==> src/rtl/opicorv32_memif_split.sv <==
// Memory interface for the picorv32-style core: fetch, prefetch, load and store
// on a valid/ready bus, splitting misaligned data accesses into two beats.
module opicorv32_memif_split #(
  parameter int unsigned ADDR_W           = 32,
  parameter int unsigned ALLOW_MISALIGNED = 1
) (
  input  logic              clk,
  input  logic              reset,
  input  logic              mem_do_rinst,
  input  logic              mem_do_prefetch,
  input  logic              mem_do_rdata,
  input  logic              mem_do_wdata,
  input  logic [1:0]        mem_wordsize,
  input  logic              mem_signed,
  input  logic [ADDR_W-1:0] reg_op1,
  input  logic [31:0]       reg_op2,
  input  logic [ADDR_W-1:0] next_pc,
  input  logic              mem_ready,
  input  logic [31:0]       mem_rdata,
  output logic              mem_valid,
  output logic              mem_instr,
  output logic [ADDR_W-1:0] mem_addr,
  output logic [31:0]       mem_wdata,
  output logic [3:0]        mem_wstrb,
  output logic              mem_done,
  output logic              mem_misaligned,
  output logic [31:0]       mem_rdata_word,
  output logic [31:0]       mem_rdata_q
);

  typedef enum logic [2:0] {
    IDLE   = 3'd0,
    READ   = 3'd1,
    WRITE  = 3'd2,
    PFWAIT = 3'd3,
    READ2  = 3'd4,
    WRITE2 = 3'd5
  } state_t;

  localparam logic [ADDR_W-1:0] ALIGN_MASK = ~ADDR_W'(3);
  localparam bit                ALLOW      = (ALLOW_MISALIGNED != 0);

  state_t      state;
  logic [31:0] rdata_lo;
  logic [31:0] wdata_hi;
  logic [3:0]  wstrb_hi;
  logic        split;
  logic        pf_only;

  logic [1:0]  off;
  logic        req_any, is_store, is_fetch, is_data, misal, reject, start, beat;
  logic [31:0] st_data;
  logic [3:0]  st_mask;
  logic [63:0] st_lanes;
  logic [7:0]  st_bytes;
  logic [63:0] rd_v;
  logic [31:0] rd_sh;

  assign off      = reg_op1[1:0];
  assign req_any  = mem_do_rinst | mem_do_prefetch | mem_do_rdata | mem_do_wdata;
  assign is_store = mem_do_wdata;
  assign is_fetch = !mem_do_wdata && (mem_do_rinst || mem_do_prefetch);
  assign is_data  = is_store || (!is_fetch && mem_do_rdata);
  assign misal    = is_data && (((mem_wordsize == 2'd0) && (off != 2'd0)) ||
                                ((mem_wordsize == 2'd1) && (off == 2'd3)));
  assign reject   = misal && !ALLOW;
  assign start    = (state == IDLE) && req_any && !reject;
  assign beat     = mem_valid && mem_ready;

  assign mem_misaligned = (state == IDLE) && reject;

  always_comb begin
    case (mem_wordsize)
      2'd0:    begin st_data = reg_op2;                st_mask = 4'b1111; end
      2'd1:    begin st_data = {16'b0, reg_op2[15:0]}; st_mask = 4'b0011; end
      default: begin st_data = {24'b0, reg_op2[7:0]};  st_mask = 4'b0001; end
    endcase
    st_lanes = {32'b0, st_data} << {off, 3'b000};
    st_bytes = {4'b0, st_mask} << off;
  end

  // Second beat of a split load supplies the upper bytes; shift the pair down by the offset.
  always_comb begin
    rd_v  = (state == READ2) ? {mem_rdata, rdata_lo} : {32'b0, mem_rdata};
    rd_sh = 32'(rd_v >> {off, 3'b000});
    case (mem_wordsize)
      2'd0:    mem_rdata_word = rd_sh;
      2'd1:    mem_rdata_word = {{16{mem_signed & rd_sh[15]}}, rd_sh[15:0]};
      default: mem_rdata_word = {{24{mem_signed & rd_sh[7]}}, rd_sh[7:0]};
    endcase
  end

  always_comb begin
    mem_done = 1'b0;
    case (state)
      READ, WRITE:   mem_done = beat && !split && !pf_only;
      READ2, WRITE2: mem_done = beat;
      PFWAIT:        mem_done = mem_do_rinst;
      default:       mem_done = 1'b0;
    endcase
  end

  always_ff @(posedge clk or posedge reset) begin
    if (reset) begin
      state       <= IDLE;
      mem_valid   <= 1'b0;
      mem_instr   <= 1'b0;
      mem_addr    <= '0;
      mem_wdata   <= '0;
      mem_wstrb   <= '0;
      mem_rdata_q <= '0;
      rdata_lo    <= '0;
      wdata_hi    <= '0;
      wstrb_hi    <= '0;
      split       <= 1'b0;
      pf_only     <= 1'b0;
    end else begin
      case (state)
        IDLE: begin
          if (start) begin
            mem_valid <= 1'b1;
            mem_instr <= is_fetch;
            mem_addr  <= is_fetch ? (next_pc & ALIGN_MASK) : (reg_op1 & ALIGN_MASK);
            mem_wdata <= is_store ? st_lanes[31:0] : '0;
            mem_wstrb <= is_store ? st_bytes[3:0] : '0;
            wdata_hi  <= is_store ? st_lanes[63:32] : '0;
            wstrb_hi  <= is_store ? st_bytes[7:4] : '0;
            split     <= misal;
            pf_only   <= is_fetch && !mem_do_rinst;
            state     <= is_store ? WRITE : READ;
          end
        end
        READ, WRITE: begin
          if (beat) begin
            mem_rdata_q <= mem_rdata;
            if (split) begin
              mem_addr  <= mem_addr + ADDR_W'(4);
              rdata_lo  <= mem_rdata;
              mem_wdata <= wdata_hi;
              mem_wstrb <= wstrb_hi;
              state     <= (state == READ) ? READ2 : WRITE2;
            end else begin
              mem_valid <= 1'b0;
              mem_wstrb <= '0;
              state     <= pf_only ? PFWAIT : IDLE;
            end
          end
        end
        READ2, WRITE2: begin
          if (beat) begin
            mem_rdata_q <= mem_rdata;
            mem_valid   <= 1'b0;
            mem_wstrb   <= '0;
            state       <= IDLE;
          end
        end
        PFWAIT: begin
          if (mem_do_rinst) state <= IDLE;
        end
        default: state <= IDLE;
      endcase
    end
  end

endmodule
==> config.mk <==
export PLATFORM = sky130hd
export DESIGN_NAME = opicorv32_memif_split
export DESIGN_NICKNAME = d
export VERILOG_FILES = /design/src/rtl/opicorv32_memif_split.sv
export SDC_FILE = /design/constraint.sdc
export NUM_CORES = 1
export LEC_CHECK = 0
export BUFFER_PORTS_ARGS = -buffer_cell sky130_fd_sc_hd__buf_2
export CORE_AREA = 4 4 133 135
export CTS_BUF_LIST = sky130_fd_sc_hd__clkbuf_4
export CTS_CLUSTER_SIZE = 20
export DETAILED_ROUTE_END_ITERATION = 16
export DIE_AREA = 0 0 137 139
export GPL_TIMING_DRIVEN = 0
export PLACE_DENSITY_LB_ADDON = 0.15
export SYNTH_ARGS = -nofsm -noshare
export SYNTH_HDL_FRONTEND = slang
export SYNTH_SLANG_ARGS = --single-unit
==> constraint.sdc <==
create_clock -name clk -period 11.6 [get_ports clk]
set_input_delay 1.16 -clock clk [delete_from_list [all_inputs] [get_ports clk]]
set_output_delay 1.16 -clock clk [all_outputs]
set_load 0.01 [all_outputs]
# Word level (Yosys, flattened, before mapping)

Cells that the tools add are included.

Add/subtract/negate cells: 1
Eq/ne operators: 13
Shift-type cells: 3
Bitwise operators: 5
Divide/modulo/power cells: 0
Multiply operators: 0
Mux-type cells: 37
Magnitude comparators: 0
Reductions and logical operators: 33

Operator list:

| cell                  | number |
|---|---|
| $mux 32               | 9 |
| $pmux 32 s2           | 4 |
| $mux 64               | 1 |
| $shl 32x5->64         | 1 |
| $shr 64x5->32         | 1 |
| $add 32x3->32 const B | 1 |
| $mux 4                | 6 |
| $mux 3                | 5 |
| $ne 2x2->1 const B    | 6 |
| $pmux 3 s4            | 1 |
| $pmux 4 s3            | 1 |
| $reduce_and 4->1      | 3 |
| $logic_and 1x1->1     | 10 |
| $pmux 4 s2            | 1 |
| $shl 4x2->8           | 1 |
| $eq 3x2->1 const B    | 2 |
| $eq 3x3->1 const B    | 2 |
| $pmux 1 s3            | 2 |
| $logic_not 1->1       | 5 |
| $mux 1                | 5 |
| $reduce_and 5->1      | 1 |
| $mux 2                | 2 |
| $reduce_and 2->1      | 2 |
| $reduce_bool 2->1     | 2 |
| 12 further kinds      | 18 |

ROM bits: 0
Output and inout port bits: 136
Flip-flop bits (word level): 175
Memory bits (writable): 0
Memories: 0
Logic and storage cells: 104
Input bits: 138
Bits in latches: 0

# Longest topological paths before layout

Gate-level depths: netlist (run 1).

Depth in word-level cells: 6
Mapped depth: 8
Depth with buffers taken out: 6

# Worst setup path after synthesis (run 1)

Ideal clock, no wire load.

Path kind: input to output
Start point: input reg_op1[0]
End point: output mem_rdata_word[10]
Required time: 10.440 ns
Stages on the path: 6
Slack: 7.593 ns
Buffers on the path: 2
Arrival: 2.847 ns
Path through: buf_2 > mux2_2 > mux4_2 > and3_1 > clkbuf_1 > a221o_1

Longest elaborated chain between the ends: 3

Ends and longest elaborated chain:

| what               | RTL line | source |
|---|---|---|
| start: declaration | 15       | `input logic [ADDR_W-1:0] reg_op1,` |
| $shr 64x5->32 (*)  | 85       | `rd_sh = 32'(rd_v >> {off, 3'b000});` |
| $and 1x1->1        | 89       | `default: mem_rdata_word = {{24{mem_signed & rd_sh[7]}}, rd_sh[7:0]};` |
| $pmux 32 s2 (*)    | 86       | `case (mem_wordsize)` |
| end: declaration   | 27       | `output logic [31:0] mem_rdata_word,` |

Every way passes the cells marked *; elsewhere a longest branch is shown, timed or not.

# Final worst setup path (run 1)

Start point: input reg_op1[0]
End point: output mem_rdata_word[6]

Longest elaborated chain between the ends: 2

Ends and longest elaborated chain:

| what          | RTL line |
|---|---|
| $shr 64x5->32 | 85 |
| $pmux 32 s2   | 86 |

No other way between the ends.

==> results of run 1 <==
state kept, by name, indices dropped and copies added (netlist names):
name	count
mem_rdata_q	32
mem_wdata	32
rdata_lo	32
mem_addr	30
wdata_hi	24
mem_wstrb	4
state	3
wstrb_hi	3
mem_instr	1
mem_valid	1
pf_only	1
split	1
cell type report:
type / instances / area [sq um] / area share [%]
multi-input cells: 778 / 5164 / 44.56
plain buffers: 89 / 382.9 / 3.304
flip-flops and latches: 164 / 4104 / 35.41
clock inverters: 15 / 127.6 / 1.101
repair buffers: 269 / 1369 / 11.81
clock buffers: 17 / 127.6 / 1.101
diodes: 2 / 5.005 / 0.04319
well taps: 220 / 275.3 / 2.375
inverters: 7 / 33.78 / 0.2915
metal layers:
| metal | share of wire, % | wire [um] | vias to the layer above | GRT usage, % |
|---|---|---|---|---|
| met5 | 0.036 | 12 | - | 0 |
| met4 | 3.8 | 1277 | 2 | 13.76 |
| met3 | 11 | 3829 | 126 | 8.200 |
| met2 | 47 | 15640 | 705 | 55.15 |
| met1 | 38 | 12850 | 4777 | 46.03 |
| li1 | - | - | 4415 | - |
how the worst max path moves through the flow:
stage / startpoint / to / slack [ns]
floorplan: reset / mem_addr[10]$_DFFE_PP0P_ / 6.01
global placement: reset / mem_addr[14]$_DFFE_PP0P_ / 4.02
detailed placement: reg_op1[0] / mem_rdata_word[6] / 6.94
CTS: reg_op1[0] / mem_rdata_word[6] / 6.96
global route: reg_op1[0] / mem_rdata_word[6] / 6.79
finish: reg_op1[0] / mem_rdata_word[6] / 6.88
stage by stage:
| step | hold WS, ns | power (mW) | setup slack (ns) | util (%) |
|---|---|---|---|---|
| floorplan | 0.4403 | 1.797 | 6.007 | - |
| global placement | 0.4457 | 2.295 | 4.024 | 68.56 |
| detailed placement | 0.4537 | 2.329 | 6.943 | 68.77 |
| CTS | 0.4833 | 2.652 | 6.956 | 70.32 |
| global route | 0.4942 | 2.839 | 6.791 | 70.38 |
| finish | 0.4783 | 2.679 | 6.884 | 70.38 |
where the power goes:
part | total (mW) | switching (mW) | internal, mW
Combinational | 1.38 | 0.854 | 0.526
Clock | 0.332 | 0.225 | 0.107
Sequential | 0.967 | 0.169 | 0.798
logic make-up (layout without fill, tap and decap cells):
logic type      count (synthesis)  in the layout  synth area share (%)
simple gates                  364            364                 17.36
compound gates                286            286                 21.26
flops                         164            164                 42.47
mux                           121            121                 14.23
buf+inv                        96            397                 4.234
fa+ha+maj                       2              2                0.2330
xor+xnor                        2              2                0.1813
other cells                     1              5               0.03880
placed cells by master (no fill, tap or decap), drive strengths merged, types with 4 or more instances in the layout:
cell	count
nor2	62
a2bb2oi	9
a221o	7
buf	303
nor2b	9
a32o	6
a22o	25
nor4	4
a211oi	14
mux2i	53
nand2	177
o21ai	43
a22oi	17
a221oi	8
a21oi	70
mux2	61
nor3	18
o31ai	17
and2	9
o22a	10
dfrtp	164
clkinv	8
nand3	37
and4	7
inv	11
mux4	7
or3b	8
nand4	13
o211ai	18
and3	13
clkbuf	72
a31oi	15
worst max-delay path, cell delays in order:
cell and delay (ns):
buf_2 0.10, buf_2 0.23, clkbuf_1 0.39, clkinv_1 0.39, buf_1 0.43, mux4_2 0.40
mux2_2 0.29, buf_2 0.15
==> out/qor.csv, run 1 <==
stage;metric;value;unit
detailed_routing;ant_nets;0;
synthesis;synth_warnings;0;
clock_tree;htree_levels;4;
detailed_routing;wirelength;33620;um
cells_and_area;drive_above_1_share;31.59;%
detailed_routing;routedWlPerCell;21.53;um
placement;portBuffers;268;
cells_and_area;area_delta_synth_final;19.91;%
sta;fin_crit_sh;40.66;%
placement;dp.final_hpwl;24530;um
die;io-pin-count;274;
cells_and_area;design_area;11590;sq um
cells_and_area;fillCellCount;1375;
synthesis;syn_area_per_cell;9.328;sq um
power;power_density;231.1;nW/um^2
sta;worstMarginPinSlew;1.229;ns
clock_tree;cts_buffers;17;
global_routing;grt_pass1_vias;9824;
synthesis;synth_top_area_cell;dfrtp_1;
placement;placed_area;11320;sq um
worst_hold_path;hold_class;reg -> reg;
synthesis;yosysSeqAreaShare;42.47;%
sta;max_slew_margin;17.38;%
placement;gp_congestion;0.9591;
synthesis;yosys.cell_count.top_type;nand2_1;
clock_tree;max-clock-path-buffers;2;
clock_tree;cts_hold_buf;0;
synthesis;synthArstFlopShare;100.0;%
synthesis;synthCells;1036;
worst_setup_path;crit_type;in -> out;
synthesis;synth_edf_count;0;
worst_setup_path;end_kind;primary output;
clock_tree;postCtsSetupRepairBufs;0;
worst_setup_path;r2r-end;wdata_hi[20]$_DFFE_PP0P_;
clock_tree;cts.sinks;164;
placement;dp.cells;1527;
power;leakage;5.422;nW
die;rows;47;
sta;max_freq;212.0;MHz
worst_setup_path;cp_data_required_time;10.44;ns
detailed_routing;firstDrtPassIters;6;
global_routing;grt_pass1_wl;52170;um
clock_tree;cts_resized;0;
detailed_routing;dr.first_iter.drc_count;1054;
die;die_x;137;um
synthesis;synth_area_leaders;dfrtp_1, mux2_2, nand2_1, mux2i_1, a21oi_1;
synthesis;yosys-top-cells-count;nand2_1, dfrtp_1, a21oi_1;
synthesis;syn-cell-area;9664;sq um
synthesis;yosys_register_bits;164;
die;die_y;139;um
worst_setup_path;crit_path_start_kind;primary input;
detailed_routing;vias_per_cell;6.422;
die;fp.coreArea;16470;sq um
sta;hold_viol_final;0;
synthesis;ys_types;72;
worst_setup_path;cp_data_arrival_time;3.56;ns
clock_tree;clk_latency;0.60;ns
worst_hold_path;whs_path_depth;2;
worst_hold_path;hp-start;mem_wdata[31]$_DFFE_PP0P_;
sta;grt_setup_unrepaired;no;
die;start_util;58.69;%
worst_setup_path;r2r_cells;5;
flow_run;max_cap_viol_count;0;
clock_tree;clkTransAtPathRegs;0.13;ns
die;dieArea;19040;sq um
detailed_routing;num_vias;10030;
global_routing;grt-ovfl-total;0;
sta;final_max_slew_viol_count;0;
worst_setup_path;r2r-start;state[1]$_DFFE_PP0P_;
sta;finalClockSkew;0.02849;ns
cells_and_area;fin_cells;1561;
sta;timing.final.crit_period;4.716;ns
clock_tree;cts_tree;done;
clock_tree;cts-root-buf;clkbuf_4;
power;ir_drop;0.0001344;V
synthesis;synthDominantCellAreaShare;42.47;%
cells_and_area;nets;1465;
run_status;outcome;finished, final reports clean;
global_routing;antenna_found_initial;2;
sta;setup_viol;0;
global_routing;grt_start_max_net_pins;127;
synthesis;synth_ff_type;dfrtp_1;
worst_setup_path;path_max_fanout;10;
detailed_routing;drc;0;
worst_setup_path;regToRegSetupSlack;8.76;ns
global_routing;track_usage;34.76;%
sta;fin_setup_tns;0;ns
worst_hold_path;hold_end;mem_wdata[31]$_DFFE_PP0P_;
Power figures use the tool's default switching activity.
==> run 2, diff against run 1 <==
--- a/config.mk
+++ b/config.mk
@@ -6,11 +6,11 @@
 export NUM_CORES = 1
 export LEC_CHECK = 0
 export BUFFER_PORTS_ARGS = -buffer_cell sky130_fd_sc_hd__buf_2
-export CORE_AREA = 4 4 133 135
+export CORE_AREA = 4 4 138 140
 export CTS_BUF_LIST = sky130_fd_sc_hd__clkbuf_4
 export CTS_CLUSTER_SIZE = 20
 export DETAILED_ROUTE_END_ITERATION = 16
-export DIE_AREA = 0 0 137 139
+export DIE_AREA = 0 0 142 144
 export GPL_TIMING_DRIVEN = 0
 export PLACE_DENSITY_LB_ADDON = 0.15
 export SYNTH_ARGS = -nofsm -noshare
==> constraint.sdc (replaced) <==
create_clock -name clk -period 4.7 [get_ports clk]
set_input_delay 0.47 -clock clk [delete_from_list [all_inputs] [get_ports clk]]
set_output_delay 0.47 -clock clk [all_outputs]
set_load 0.01 [all_outputs]
==> out/qor.csv, run 2 (same netlist as run 1, synthesis figures left out) <==
stage;metric;value;unit
run_status;outcome;finished, violations left;
run_status;violations;capacitance limit, slew limit;
power;p_switching;3.043;mW
worst_setup_path;crit_type;reg -> out;
power;sequentialPowerShare;35.3;%
worst_setup_path;crit_chain;buf_2 > nor3b_4 > buf_2 > buf_4 > nand3_1 > buf_2 > o211ai_1 > buf_2;
worst_hold_path;whs_path_depth;3;
worst_setup_path;critPathMaxStageDelay;0.41;ns
die;dieArea;20450;sq um
detailed_routing;drc;0;
sta;max_slew_margin;-1.009;%
worst_setup_path;crit_path_start_kind;flip-flop;
clock_tree;cts_buffers;17;
placement;pre_cts_slack;1.439;ns
placement;dp.cells;1539;
detailed_routing;routedWlPerCell;21.49;um
clock_tree;cts-root-buf;clkbuf_4;
sta;max_freq;270.8;MHz
sta;fin_ws;1.007;ns
die;rows;49;
die;die_x;142;um
global_routing;grt-ovfl-total;0;
clock_tree;htree_levels;4;
worst_setup_path;cp_top_family;buffers and inverters;
die;fp.coreArea;17840;sq um
power;power_density;576.4;nW/um^2
cells_and_area;fillCellCount;1534;
placement;gp_congestion;0.9712;
detailed_routing;ant_nets;0;
power;leakage;5.481;nW
global_routing;track_usage;32.70;%
worst_setup_path;cp_data_required_time;4.23;ns
sta;fin_crit_sh;78.57;%
die;die_y;144;um
cells_and_area;fin_cells;1573;
worst_setup_path;path_max_fanout;10;
worst_hold_path;hold_class;in -> reg;
clock_tree;cts.sinks;164;
detailed_routing;vias_per_cell;6.271;
worst_setup_path;slowest_stage;nor3b_4;
global_routing;antenna_found_initial;1;
power;internal_power;3.714;mW
sta;worstMarginPinSlew;1.504;ns
cells_and_area;nets;1469;
sta;finalClockSkew;0.02805;ns
cells_and_area;final_util;65.71;%
sta;hold_ws;0.08364;ns
clock_tree;max-clock-path-buffers;2;
global_routing;grt_start_max_net_pins;43;
global_routing;grt_pass1_vias;9734;
placement;portBuffers;268;
clock_tree;cts_hold_buf;1;
power;switching_share;45.04;%
placement;dp.final_hpwl;25200;um
worst_setup_path;crit_cells;8;
clock_tree;postCtsSetupRepairBufs;0;
clock_tree;clkTransAtPathRegs;0.14;ns
sta;setup_viol;0;
power;ir_drop;0.0003474;V
sta;hold_viol_final;0;
sta;fin_setup_tns;0;ns
worst_setup_path;crit_buf_inv;5;
sta;final_max_slew_viol_count;10;
clock_tree;cts_resized;0;
cells_and_area;final_cell_mix;buf_2, nand2_1, dfrtp_1, a21oi_1, nor2_1;
global_routing;grt_pass1_wl;52340;um
power;p_clk_share;14.5;%
power;comb_power_share;50.2;%
detailed_routing;firstDrtPassIters;5;
cells_and_area;drive_above_1_share;31.74;%
worst_setup_path;end_kind;primary output;
flow_run;max_cap_viol_count;1;
cells_and_area;largestRegisters;mem_rdata_q: 32 flops, mem_wdata: 32 flops, rdata_lo: 32 flops;
sta;grt_setup_unrepaired;no;
worst_setup_path;cp_data_arrival_time;3.22;ns
detailed_routing;wirelength;33800;um
cells_and_area;area_delta_synth_final;21.31;%
clock_tree;clk_latency;0.60;ns
cells_and_area;layout_commonest_cell;buf_2;
sta;timing.final.crit_period;3.693;ns
die;start_util;54.17;%
detailed_routing;dr.first_iter.drc_count;1019;
worst_setup_path;r2r_cells;5;
worst_setup_path;cpMostUsedCell;buf_2;
detailed_routing;num_vias;9864;
clock_tree;cts_tree;done;
die;io-pin-count;274;
-- run 2: changes by cell type in the layout (fill, tap and decap cells not counted), sizes merged --
cell / change
dlygate4sd3: +1
inv: -3
clkbuf: +3
buf: +3
clkinv: -4
bufinv: +3
-- run 2: worst paths after layout --
path	startpoint	endpoint	slack [ns]
setup / recovery	state[1]$_DFFE_PP0P_	mem_rdata_word[25]	1.01
hold / removal	mem_rdata[29]	rdata_lo[29]$_DFFE_PP0P_	0.08
setup reg to reg	state[1]$_DFFE_PP0P_	wdata_hi[21]$_DFFE_PP0P_	1.95
hold reg to reg	mem_wdata[31]$_DFFE_PP0P_	mem_wdata[31]$_DFFE_PP0P_	0.48
max in group asynchronous	reset	pf_only$_DFFE_PP0P_	3.37
min in group asynchronous	reset	mem_rdata_q[7]$_DFFE_PP0P_	0.51
-- run 2: stage by stage --
step / cell area [sq um] / power, mW
4_1_cts: 11720 / 6.723
2_1_floorplan: 9676 / 4.435
6_report: 11720 / 6.757
3_3_place_gp: 11300 / 5.668
3_5_place_dp: 11380 / 5.756
5_1_grt: 11720 / 7.192
-- run 2: layer usage --
metal | share of wire [%] | vias to the layer above | track usage, %
met5 | 0 | - | 0
li1 | - | 4422 | -
met1 | 39 | 4706 | 43.98
met2 | 47 | 626 | 51.28
met3 | 10 | 110 | 7.242
met4 | 4.0 | 0 | 14.19
-- run 2: power by group through the flow --
stage,clock network [mW],registers (mW),logic [mW]
2_1_floorplan,0,2.52,1.92
3_3_place_gp,0,2.38,3.29
3_5_place_dp,0,2.40,3.35
4_1_cts,0.985,2.37,3.37
5_1_grt,1.05,2.45,3.70
6_report,0.979,2.39,3.39
-- run 2: worst reg2reg max path, cell delays in order, from the launching register on --
cell and delay (ns):
dfrtp_1 0.37, buf_2 0.18, nor3_2 0.59, a21oi_4 0.24
nor4_2 1.05, a22o_1 0.26
-- run 2: layout make-up --
cell class | instances | area, sq um | share of cell area (%)
multi-input combinational | 778 | 5159 | 44.00
clock buffer | 20 | 150.1 | 1.281
buffer | 89 | 382.9 | 3.266
clock inverter | 11 | 175.2 | 1.494
tap | 229 | 286.5 | 2.444
inverter | 7 | 30.03 | 0.2561
timing repair buffer | 273 | 1431 | 12.21
sequential | 164 | 4104 | 35.01
antenna | 2 | 5.005 | 0.04269
